<file path="config.mk">
export PLATFORM = sky130hd
export DESIGN_NAME = usbfs_endp_tx
export DESIGN_NICKNAME = d
export VERILOG_FILES = /design/src/rtl/usbfs_endp_tx.sv
export SDC_FILE = /design/constraint.sdc
export NUM_CORES = 1
export LEC_CHECK = 0
export CAP_MARGIN = 20
export CORE_ASPECT_RATIO = 0.5
export CORE_UTILIZATION = 35
export DETAILED_ROUTE_END_ITERATION = 8
export GPL_ROUTABILITY_DRIVEN = 0
export PLACE_DENSITY = 0.49
export SYNTH_ARGS = -nofsm -noshare
export SYNTH_HDL_FRONTEND = slang
export SYNTH_SLANG_ARGS = --single-unit
</file>
<file path="constraint.sdc">
create_clock -name i_clk -period 7.8 [get_ports i_clk]
set_input_delay 1.56 -clock i_clk [delete_from_list [all_inputs] [get_ports i_clk]]
set_output_delay 1.56 -clock i_clk [all_outputs]
set_load 0.03 [all_outputs]
</file>
<file path="src/rtl/usbfs_endp_tx.sv">
// ---------------------------------------------------------------------------
// usbfs_endp_tx
//
// Device-to-host (IN) endpoint data path for the USB full-speed device stack.
// User bytes arrive over a valid/ready stream and are queued in a small FIFO.
// While filling, the head byte is copied into the transactor's packet buffer
// one byte per cycle.  A packet is offered to the transactor when it is full
// (MAX_PKT bytes), when the stream has been idle for TIMEOUT cycles, or when
// the user requests a flush.  The transactor owns the buffer (and retries
// the packet) until it reports the host ACK via i_etReady.
//
// Ports
//   i_clk        clock
//   i_rst_n      asynchronous active-low reset
//   i_valid      upstream byte valid
//   o_ready      upstream ready (FIFO not full)
//   i_data       upstream byte
//   i_flush      single-cycle request to offer the partial packet now
//   o_etValid    packet in transactor buffer is ready to send
//   i_etReady    transactor sent the packet and saw the host ACK
//   o_etStall    endpoint halt (never used, tied low)
//   o_etWrEn     write strobe into the transactor buffer
//   o_etWrIdx    byte index of the write
//   o_etWrByte   byte being written
//   o_etNBytes   packet length, meaningful while o_etValid
// ---------------------------------------------------------------------------
module usbfs_endp_tx #(
    parameter int MAX_PKT    = 8,
    parameter int FIFO_DEPTH = 16,
    parameter int TIMEOUT    = 255
) (
    input  logic                           i_clk,
    input  logic                           i_rst_n,
    input  logic                           i_valid,
    output logic                           o_ready,
    input  logic [7:0]                     i_data,
    input  logic                           i_flush,
    output logic                           o_etValid,
    input  logic                           i_etReady,
    output logic                           o_etStall,
    output logic                           o_etWrEn,
    output logic [$clog2(MAX_PKT)-1:0]     o_etWrIdx,
    output logic [7:0]                     o_etWrByte,
    output logic [$clog2(MAX_PKT+1)-1:0]   o_etNBytes
);

    localparam int IDX_W = $clog2(MAX_PKT);
    localparam int NB_W  = $clog2(MAX_PKT + 1);
    localparam int TM_W  = $clog2(TIMEOUT + 1);
    localparam int PTR_W = $clog2(FIFO_DEPTH);

    localparam logic [NB_W-1:0]  NB_MAX    = NB_W'(MAX_PKT);
    localparam logic [TM_W-1:0]  TM_SAT    = TM_W'(TIMEOUT);
    localparam logic [TM_W-1:0]  TM_LAST   = TM_W'(TIMEOUT - 1);
    localparam logic [PTR_W:0]   FIFO_FULL = (PTR_W + 1)'(FIFO_DEPTH);

    typedef enum logic {
        ST_FILL  = 1'b0,
        ST_OFFER = 1'b1
    } state_t;

    // Idle timer counts up and sticks at TIMEOUT rather than wrapping.
    function automatic logic [TM_W-1:0] sat_inc(input logic [TM_W-1:0] v);
        return (v == TM_SAT) ? v : v + TM_W'(1);
    endfunction

    // ------------------------------------------------------------------
    // Byte FIFO: head is read combinationally, push and pop may coincide.
    // ------------------------------------------------------------------
    logic [7:0]       mem [FIFO_DEPTH];
    logic [PTR_W-1:0] wr_ptr_q;
    logic [PTR_W-1:0] rd_ptr_q;
    logic [PTR_W:0]   count_q;
    logic             full;
    logic             empty;
    logic             push;
    logic             pop;
    logic [7:0]       head;

    assign full  = (count_q == FIFO_FULL);
    assign empty = (count_q == '0);
    assign push  = i_valid && !full;
    assign head  = mem[rd_ptr_q];

    always_ff @(posedge i_clk or negedge i_rst_n) begin
        if (!i_rst_n) begin
            wr_ptr_q <= '0;
            rd_ptr_q <= '0;
            count_q  <= '0;
        end else begin
            if (push) begin
                wr_ptr_q <= wr_ptr_q + PTR_W'(1);
            end
            if (pop) begin
                rd_ptr_q <= rd_ptr_q + PTR_W'(1);
            end
            case ({push, pop})
                2'b10:   count_q <= count_q + (PTR_W + 1)'(1);
                2'b01:   count_q <= count_q - (PTR_W + 1)'(1);
                default: count_q <= count_q;
            endcase
        end
    end

    // Storage carries data only, so it is not reset.
    always_ff @(posedge i_clk) begin
        if (push) begin
            mem[wr_ptr_q] <= i_data;
        end
    end

    // ------------------------------------------------------------------
    // Packet FSM: FILL copies bytes into the transactor buffer, OFFER
    // hands the buffer over until the host ACK arrives.
    // ------------------------------------------------------------------
    state_t           state_q, state_d;
    logic [NB_W-1:0]  nbytes_q, nbytes_d;
    logic [NB_W-1:0]  nb_inc;
    logic [TM_W-1:0]  timer_q, timer_d;
    logic             flush_q, flush_d;

    assign nb_inc = nbytes_q + NB_W'(1);

    always_ff @(posedge i_clk or negedge i_rst_n) begin
        if (!i_rst_n) begin
            state_q  <= ST_FILL;
            nbytes_q <= '0;
            timer_q  <= '0;
            flush_q  <= 1'b0;
        end else begin
            state_q  <= state_d;
            nbytes_q <= nbytes_d;
            timer_q  <= timer_d;
            flush_q  <= flush_d;
        end
    end

    always_comb begin
        state_d   = state_q;
        nbytes_d  = nbytes_q;
        timer_d   = timer_q;
        flush_d   = flush_q;
        pop       = 1'b0;
        o_etWrEn  = 1'b0;
        o_etValid = 1'b0;

        unique case (state_q)
            ST_FILL: begin
                pop = !empty && (nbytes_q < NB_MAX);
                if (pop) begin
                    o_etWrEn = 1'b1;
                    nbytes_d = nb_inc;
                    timer_d  = '0;
                    // A flush arriving alongside a write is remembered and
                    // honoured once the stream pauses.
                    if (i_flush) begin
                        flush_d = 1'b1;
                    end
                    if (nb_inc == NB_MAX) begin
                        state_d = ST_OFFER;
                    end
                end else if (nbytes_q != '0) begin
                    timer_d = sat_inc(timer_q);
                    if ((timer_q == TM_LAST) || i_flush || flush_q) begin
                        state_d = ST_OFFER;
                    end
                end
            end
            ST_OFFER: begin
                o_etValid = 1'b1;
                if (i_etReady) begin
                    state_d  = ST_FILL;
                    nbytes_d = '0;
                    timer_d  = '0;
                    flush_d  = 1'b0;
                end
            end
            default: begin
                state_d = ST_FILL;
            end
        endcase
    end

    assign o_ready    = !full;
    assign o_etStall  = 1'b0;
    assign o_etWrIdx  = nbytes_q[IDX_W-1:0];
    assign o_etWrByte = head;
    assign o_etNBytes = nbytes_q;

endmodule

</file>
==> flow_summary.yaml, run 1 <==
finish:
  fill_cells: 1586
  syn2layout_area_growth_pct: 17.0
  layout_commonest_cell: "edfxtp_1"
  layout-drive-gt1-share_pct: 18.0
  nNetsFinal: 458
  mostFrequentLayoutCells: "128 x edfxtp_1, 32 x mux4_2, 30 x clkdlybuf4s50_1"
  antenna_cells: 0
setup_path:
  start_kind: "flop"
  critPathCaptureType: "output port"
  worstPathMaxFanout: 20
  setup.worst_path.class: "flop to output port"
  critPathRequiredTime_ps: 6240
  critPathArrivalTime_ps: 3050
sta:
  finalHoldViolations: 0
  fin_crit_ps: 4610
  whs_ps: 533
  final_max_slew_viol_count: 0
  finalClockSkew_ps: 8.01
  fin_crit_sh_pct: 59.0
  setup_viol: 0
  tightest_slew_ps: 1010
  fmax_mhz: 217
  tns_ps: 0
  rsz0062_at_grt: "false"
  slew_headroom_pct: 32.8
drt:
  ant_nets: 0
  first_pass_iters: 4
  num_vias: 3610
  dr.first_iter.drc_count: 199
  wirelength_um: 13600
  viasPerCell: 5.32
  drc_errors: 0
  wl_per_cell_um: 20.1
power_and_ir_drop:
  ir_drop_v: 0.000198
  power_leakage_nw: 2.60
  powerDensity_nw_per_um2: 396
cts:
  cts.sinks: 155
  root_buffer: "clkbuf_16"
  cts_made_buffers: 17
  cts_resized: 0
  clockBufferDepth: 2
  clock_latency_ps: 420
  htreeDepth: 4
  clk_pin_slew_ps: 70
  postCtsSetupBuffers: 0
  cts_tree: "yes"
  hold_buffers: 0
place:
  numPortBuffers: 30
  dp_hpwl_um: 8950
synth:
  ys_warn_count: 0
  synth-seq-cells: 155
  synth.avg_cell_area_um2: 16.4
  synth_top_flop_cell: "edfxtp_1"
  netlist_instances: 400
  ys_types: 53
  syn_area_um2: 6570
  synth_edf_count: 128
  synth_nets: 426
  async_flop_share_pct: 17.4
  seq_area_frac_synth_pct: 68.8
global_route:
  use_met2_pct: 25.9
  grt.busiest_layer: "met2"
  grt.overflow.total: 0
  antenna_found_initial: 0
  grt_max_degree: 28
  grt_pass1_wl_um: 21800
  grtUsageTotal_pct: 15.2
  grt_pass1_vias: 3856
  use_met3_pct: 3.22
  grt.met1_usage_pct: 19.8
floorplan:
  fp.dieH_um: 98.9
  num_rows: 34
  initial_utilization_pct: 36.8
  io_pins: 32
  core_area_um2: 17900
  die_area_um2: 19300
  die_w_um: 196
min_path:
  hold_class: "flop to flop"
flow_run:
  cap_violations: 0
status:
  status: "completed"
[Yosys cell counts (all sizes together) (8+ instances only)]
cell / n / area, um2
clkbuf: 9 / 33.8
a21oi: 13 / 68.8
nand2: 27 / 101
o21ai: 8 / 40.0
xnor2: 9 / 78.8
nor2: 23 / 86.3
edfxtp: 128 / 3840
ha: 13 / 163
o22ai: 13 / 81.3
buf: 14 / 81.3
dfrtp: 27 / 676
mux4: 32 / 721
inv: 9 / 33.8
[power breakdown]
part | switching (mW) | total [mW] | internal (mW)
combinational | 0.579 | 1.06 | 0.480
sequential | 0.150 | 1.17 | 1.02
clock | 0.377 | 0.807 | 0.430
[state kept, by name, summed over array words and instances (netlist names)]
signal and count:
mem 128, timer_q 8, count_q 5, o_etNBytes 4, rd_ptr_q 4, wr_ptr_q 4
flush_q 1, state_q 1
[per-layer routing]
metal	part of all wire, %	wire length [um]	vias up
met3	3.1	428	10
met1	47	6370	1891
met2	49	6730	75
met5	0	0	-
li1	-	-	1634
met4	0.78	107	0
[worst max-delay path, cell delays in order (launching register included)]
cell and delay (ps):
dfrtp_2 680, buf_4 470, mux4_2 570, o22ai_1 230, nor2_1 80, clkdlybuf4s50_1 600
[worst paths after layout]
kind / from / endpoint / slack, ps / cells past startpoint
min reg2reg: flush_q$_DFFE_PN0P_ / flush_q$_DFFE_PN0P_ / 530 / 2
min in group asynchronous: i_rst_n / timer_q[0]$_DFFE_PN0P_ / 1530 / 2
max in group asynchronous: i_rst_n / rd_ptr_q[0]$_DFFE_PN0P_ / 5960 / 2
min: flush_q$_DFFE_PN0P_ / flush_q$_DFFE_PN0P_ / 530 / 2
max: rd_ptr_q[0]$_DFFE_PN0P_ / o_etWrByte[4] / 3190 / 5
max reg2reg: count_q[2]$_DFFE_PN0P_ / count_q[4]$_DFFE_PN0P_ / 4650 / 10
[through the flow]
stage | setup WS, ps | total power [mW] | std cells | utilization (%) | area [um2]
3_5_place_dp | 3270 | 2.26 | 647 | 39.7 | 7100
3_3_place_gp | 3480 | 2.23 | 647 | 39.7 | 7100
6_report | 3190 | 3.04 | 679 | 43.0 | 7680
2_1_floorplan | 4010 | 1.92 | 400 | - | 6570
4_1_cts | 3080 | 3.07 | 679 | 43.0 | 7680
5_1_grt | 2950 | 3.20 | 679 | 43.0 | 7680
[final cells by class]
cell class                 instances  area (um2)  share of cell area (%)
tap                              234         293                    3.81
clock buffer                      18         429                    5.59
timing repair buffer              36         345                    4.50
sequential                       155        4520                    58.8
inverter                           9        33.8                   0.440
clock inverter                    14         151                    1.97
multi-input combinational        213        1910                    24.9
[kinds of logic after synthesis]
kind of cell	Yosys count	synth area share [%]
flops	155	68.8
other cells	1	0.0571
fa+ha+maj	13	2.48
compound gates	62	6.36
xor+xnor	11	1.47
mux	36	11.6
simple gates	90	6.93
buf+inv	32	2.27
No activity file was read; power rests on OpenSTA's default activity.
==> run 2: changes to the inputs <==
PLACE_DENSITY = 0.51   (was 0.49)
clock period = 4.14 ns   (was 7.8 ns; I/O delays follow)
==> flow_summary.yaml, run 2 (synthesized netlist as in run 1, its figures left out) <==
floorplan:
  io_pins: 32
  core_area_um2: 17900
  die_w_um: 196
  initial_utilization_pct: 36.8
  num_rows: 34
  fp.dieH_um: 98.9
  die_area_um2: 19300
cts:
  postCtsSetupBuffers: 0
  clk_pin_slew_ps: 70
  htreeDepth: 4
  cts_resized: 0
  hold_buffers: 0
  cts_tree: "yes"
  cts.sinks: 155
  cts_made_buffers: 17
  clockBufferDepth: 2
  clock_latency_ps: 420
  root_buffer: "clkbuf_16"
sta:
  final_max_slew_viol_count: 0
  whs_ps: 536
  tightest_slew_ps: 651
  fmax_mhz: 267
  finalWorstSetupSlack_ps: 401
  tns_ps: 0
  slew_headroom_pct: 56.6
  finalHoldViolations: 0
  fin_crit_sh_pct: 90.3
  setup_viol: 0
  rsz0062_at_grt: "false"
  finalClockSkew_ps: 9.26
  fin_crit_ps: 3740
finish:
  regMostFlops: "mem"
  layout_commonest_cell: "edfxtp_1"
  nNetsFinal: 476
  layout-drive-gt1-share_pct: 21.0
  syn2layout_area_growth_pct: 19.1
  fill_cells: 1618
  antenna_cells: 0
  top_regs: "mem: 128 flops, timer_q: 8 flops, count_q: 5 flops"
  mostFrequentLayoutCells: "128 x edfxtp_1, 32 x mux4_2, 30 x clkdlybuf4s50_1"
  largest_register_ffs: 128
min_path:
  hold_class: "flop to flop"
  holdPathStages: 1
drt:
  dr.first_iter.drc_count: 228
  drc_errors: 0
  ant_nets: 0
  viasPerCell: 5.13
  num_vias: 3576
  first_pass_iters: 6
  wirelength_um: 13700
  wl_per_cell_um: 19.6
setup_path:
  critPathArrivalTime_ps: 2910
  r2r_start: "count_q[2]$_DFFE_PN0P_"
  reg2reg_slack_ps: 1050
  start_kind: "flop"
  crit_path_end: "o_etWrByte[1]"
  worstPathMaxFanout: 16
  setup.worst_path.class: "flop to output port"
  critical_path.startpoint: "rd_ptr_q[0]$_DFFE_PN0P_"
  critPathRequiredTime_ps: 3310
  critPathCaptureType: "output port"
  r2r_end: "count_q[4]$_DFFE_PN0P_"
  r2r_cells: 11
global_route:
  antenna_found_initial: 0
  grt_max_degree: 28
  grt.overflow.total: 0
  grtUsageTotal_pct: 15.5
  grt_pass1_vias: 3739
  grt_pass1_wl_um: 21700
place:
  dp_hpwl_um: 8830
  preCtsSetupSlack_ps: 724
  numPortBuffers: 30
status:
  status: "completed"
power_and_ir_drop:
  power.share.sequential_pct: 38.0
  ir_drop_v: 0.000282
  intPower_mw: 3.68
  swShare_pct: 36.1
  clockPowerShare_pct: 26.8
  total_power_mw: 5.76
  power_frac_comb_pct: 35.1
  powerDensity_nw_per_um2: 736
  p_switching_mw: 2.08
  power_leakage_nw: 2.70
flow_run:
  cap_violations: 0
run 2: stage by stage:
step | cell area (um2) | cells | util (%)
after floorplan | 6570 | 400 | -
after global placement | 7230 | 665 | 40.4
after detailed placement | 7230 | 665 | 40.4
after CTS | 7830 | 697 | 43.8
after global routing | 7830 | 697 | 43.8
final | 7830 | 697 | 43.8
run 2: layout make-up:
cell class	instances	area, um2	share of cell area, %
inverter	9	33.8	0.432
clock inverter	15	173	2.21
tap	234	293	3.74
sequential	155	4520	57.8
timing repair buffer	54	480	6.14
clock buffer	17	425	5.44
multi-input combinational	213	1900	24.3
run 2: worst min-delay path by stage:
stage / startpoint / end / slack, ps
2_1_floorplan: timer_q[3]$_DFFE_PN0P_ / timer_q[3]$_DFFE_PN0P_ / 480
3_3_place_gp: timer_q[3]$_DFFE_PN0P_ / timer_q[3]$_DFFE_PN0P_ / 520
3_5_place_dp: timer_q[3]$_DFFE_PN0P_ / timer_q[3]$_DFFE_PN0P_ / 520
4_1_cts: timer_q[3]$_DFFE_PN0P_ / timer_q[3]$_DFFE_PN0P_ / 540
5_1_grt: timer_q[3]$_DFFE_PN0P_ / timer_q[3]$_DFFE_PN0P_ / 560
6_report: timer_q[3]$_DFFE_PN0P_ / timer_q[3]$_DFFE_PN0P_ / 540
run 2: layer usage:
metal	global-route usage, %	vias up	share of wire, %
li1	-	1671	-
met1	20.7	1838	49
met2	24.8	58	47
met3	3.97	9	2.9
met4	5.59	0	0.80
met5	0	-	0
run 2: critical path, cell delays in order (launching register included):
cell and delay [ps]:
dfrtp_2 660, buf_4 420, mux4_2 540, o22ai_1 220, nor2_1 70, clkdlybuf4s50_1 590
run 2: power groups by stage:
stage	logic, mW	registers [mW]	clock network (mW)
detailed placement	2.05	2.23	0
finish	2.02	2.19	1.54
CTS	2.06	2.20	1.58
global placement	2.04	2.23	0
floorplan	1.53	2.09	0
global route	2.20	2.23	1.65
==> run 3: changes to the inputs <==
CORE_UTILIZATION = 40   (was 35)
PLACE_DENSITY = 0.57   (was 0.51)
==> flow_summary.yaml, run 3 (synthesized netlist as in run 1, its figures left out) <==
finish:
  multi_input_area_um2: 1900
  regArea_um2: 4520
  stdcell_count: 672
  syn2layout_area_growth_pct: 17.5
  layout-drive-gt1-share_pct: 18.6
  final_util_pct: 49.0
  stdcell_area_um2: 7720
  regMostFlops: "mem"
  largest_register_ffs: 128
  mostFrequentLayoutCells: "128 x edfxtp_1, 32 x mux4_2, 30 x clkdlybuf4s50_1"
  antenna_cells: 0
  layout_commonest_cell: "edfxtp_1"
  nNetsFinal: 464
  top_regs: "mem: 128 flops, timer_q: 8 flops, count_q: 5 flops"
  fill_cells: 1329
drt:
  wl_per_cell_um: 18.6
  viasPerCell: 5.20
  wirelength_um: 12500
  dr.first_iter.drc_count: 232
  num_vias: 3497
  drc_errors: 0
  first_pass_iters: 5
  ant_nets: 0
min_path:
  whs_endpoint: "flush_q$_DFFE_PN0P_"
  holdPathStages: 2
  hold_class: "flop to flop"
  hp-start: "flush_q$_DFFE_PN0P_"
setup_path:
  r2r_start: "count_q[2]$_DFFE_PN0P_"
  slowest_stage: "clkdlybuf4s50_1"
  r2r_end: "count_q[4]$_DFFE_PN0P_"
  cpPeakStageDelay_ps: 600
  reg2reg_slack_ps: 1120
  setup.worst_path.class: "flop to output port"
  r2r_cells: 11
  start_kind: "flop"
  worstPathMaxFanout: 31
  critPathRequiredTime_ps: 3310
  critPathCaptureType: "output port"
  critPathArrivalTime_ps: 2650
  crit_chain: "buf_12 > mux4_2 > o22ai_1 > nor2_1 > clkdlybuf4s50_1"
sta:
  finalHoldViolations: 0
  tightest_slew_ps: 964
  tns_ps: 0
  whs_ps: 534
  rsz0062_at_grt: "false"
  finalClockSkew_ps: 10.0
  finalWorstSetupSlack_ps: 665
  fin_crit_sh_pct: 83.9
  slew_headroom_pct: 35.5
  final_max_slew_viol_count: 0
  setup_viol: 0
  fmax_mhz: 288
  fin_crit_ps: 3470
cts:
  clock_latency_ps: 410
  hold_buffers: 0
  clk_pin_slew_ps: 70
  root_buffer: "clkbuf_16"
  clockBufferDepth: 2
  cts_tree: "yes"
  htreeDepth: 4
  postCtsSetupBuffers: 0
  cts_resized: 0
  cts.sinks: 155
  cts_made_buffers: 17
global_route:
  grtUsageTotal_pct: 16.2
  grt.overflow.total: 0
  grt_pass1_vias: 3587
  grt_max_degree: 32
  grt_pass1_wl_um: 20100
  antenna_found_initial: 0
place:
  dp.cells: 640
  numPortBuffers: 30
  placed_area_um2: 7130
  dp_hpwl_um: 7860
  preCtsSetupSlack_ps: 779
power_and_ir_drop:
  total_power_mw: 5.67
  powerDensity_nw_per_um2: 735
  ir_drop_v: 0.000403
  power_leakage_nw: 2.63
floorplan:
  fp.dieH_um: 92.6
  io_pins: 32
  core_area_um2: 15700
  die_w_um: 183
  initial_utilization_pct: 41.7
  num_rows: 32
  die_area_um2: 17000
flow_run:
  cap_violations: 0
status:
  status: "completed"
run 3: how the worst max path moves through the flow:
| stage | startpoint | to | slack [ps] | cells past startpoint |
|---|---|---|---|---|
| final | rd_ptr_q[0]$_DFFE_PN0P_ | o_etWrByte[7] | 670 | 5 |
| after CTS | rd_ptr_q[0]$_DFFE_PN0P_ | o_etWrByte[7] | 570 | 5 |
| after global placement | i_valid | count_q[4]$_DFFE_PN0P_ | 820 | 11 |
| after detailed placement | i_valid | count_q[4]$_DFFE_PN0P_ | 780 | 11 |
| after floorplan | state_q$_DFF_PN0_ | count_q[4]$_DFFE_PN0P_ | 820 | 10 |
| after global routing | rd_ptr_q[0]$_DFFE_PN0P_ | o_etWrByte[7] | 530 | 5 |
run 3: cell type report:
cell class	instances	area share [%]
flip-flops and latches	155	58.6
multi-input cells	213	24.6
clock buffers	18	5.56
repair buffers	42	5.22
well taps	221	3.58
clock inverters	14	2.01
inverters	9	0.438
run 3: critical path, delay by kind of cell, from the launching register on:
kind	cells	cell delay (ps)
buffers and inverters	2	890
multiplexers	1	550
flip-flops	1	470
AO/OA/AOI/OAI	1	230
AND/OR/NAND/NOR	1	80
run 3: routing by layer:
metal	vias to the layer above	GRT usage, %	routed length [um]
met5	-	0	0
met3	2	3.70	312
met1	1809	22.4	6200
li1	1645	-	-
met2	41	25.5	5930
met4	0	5.21	46
run 3: power by group:
group / internal (mW) / total (mW) / switching, mW
sequential: 1.93 / 2.16 / 0.231
combinational: 0.922 / 2.01 / 1.09
clock: 0.809 / 1.50 / 0.691
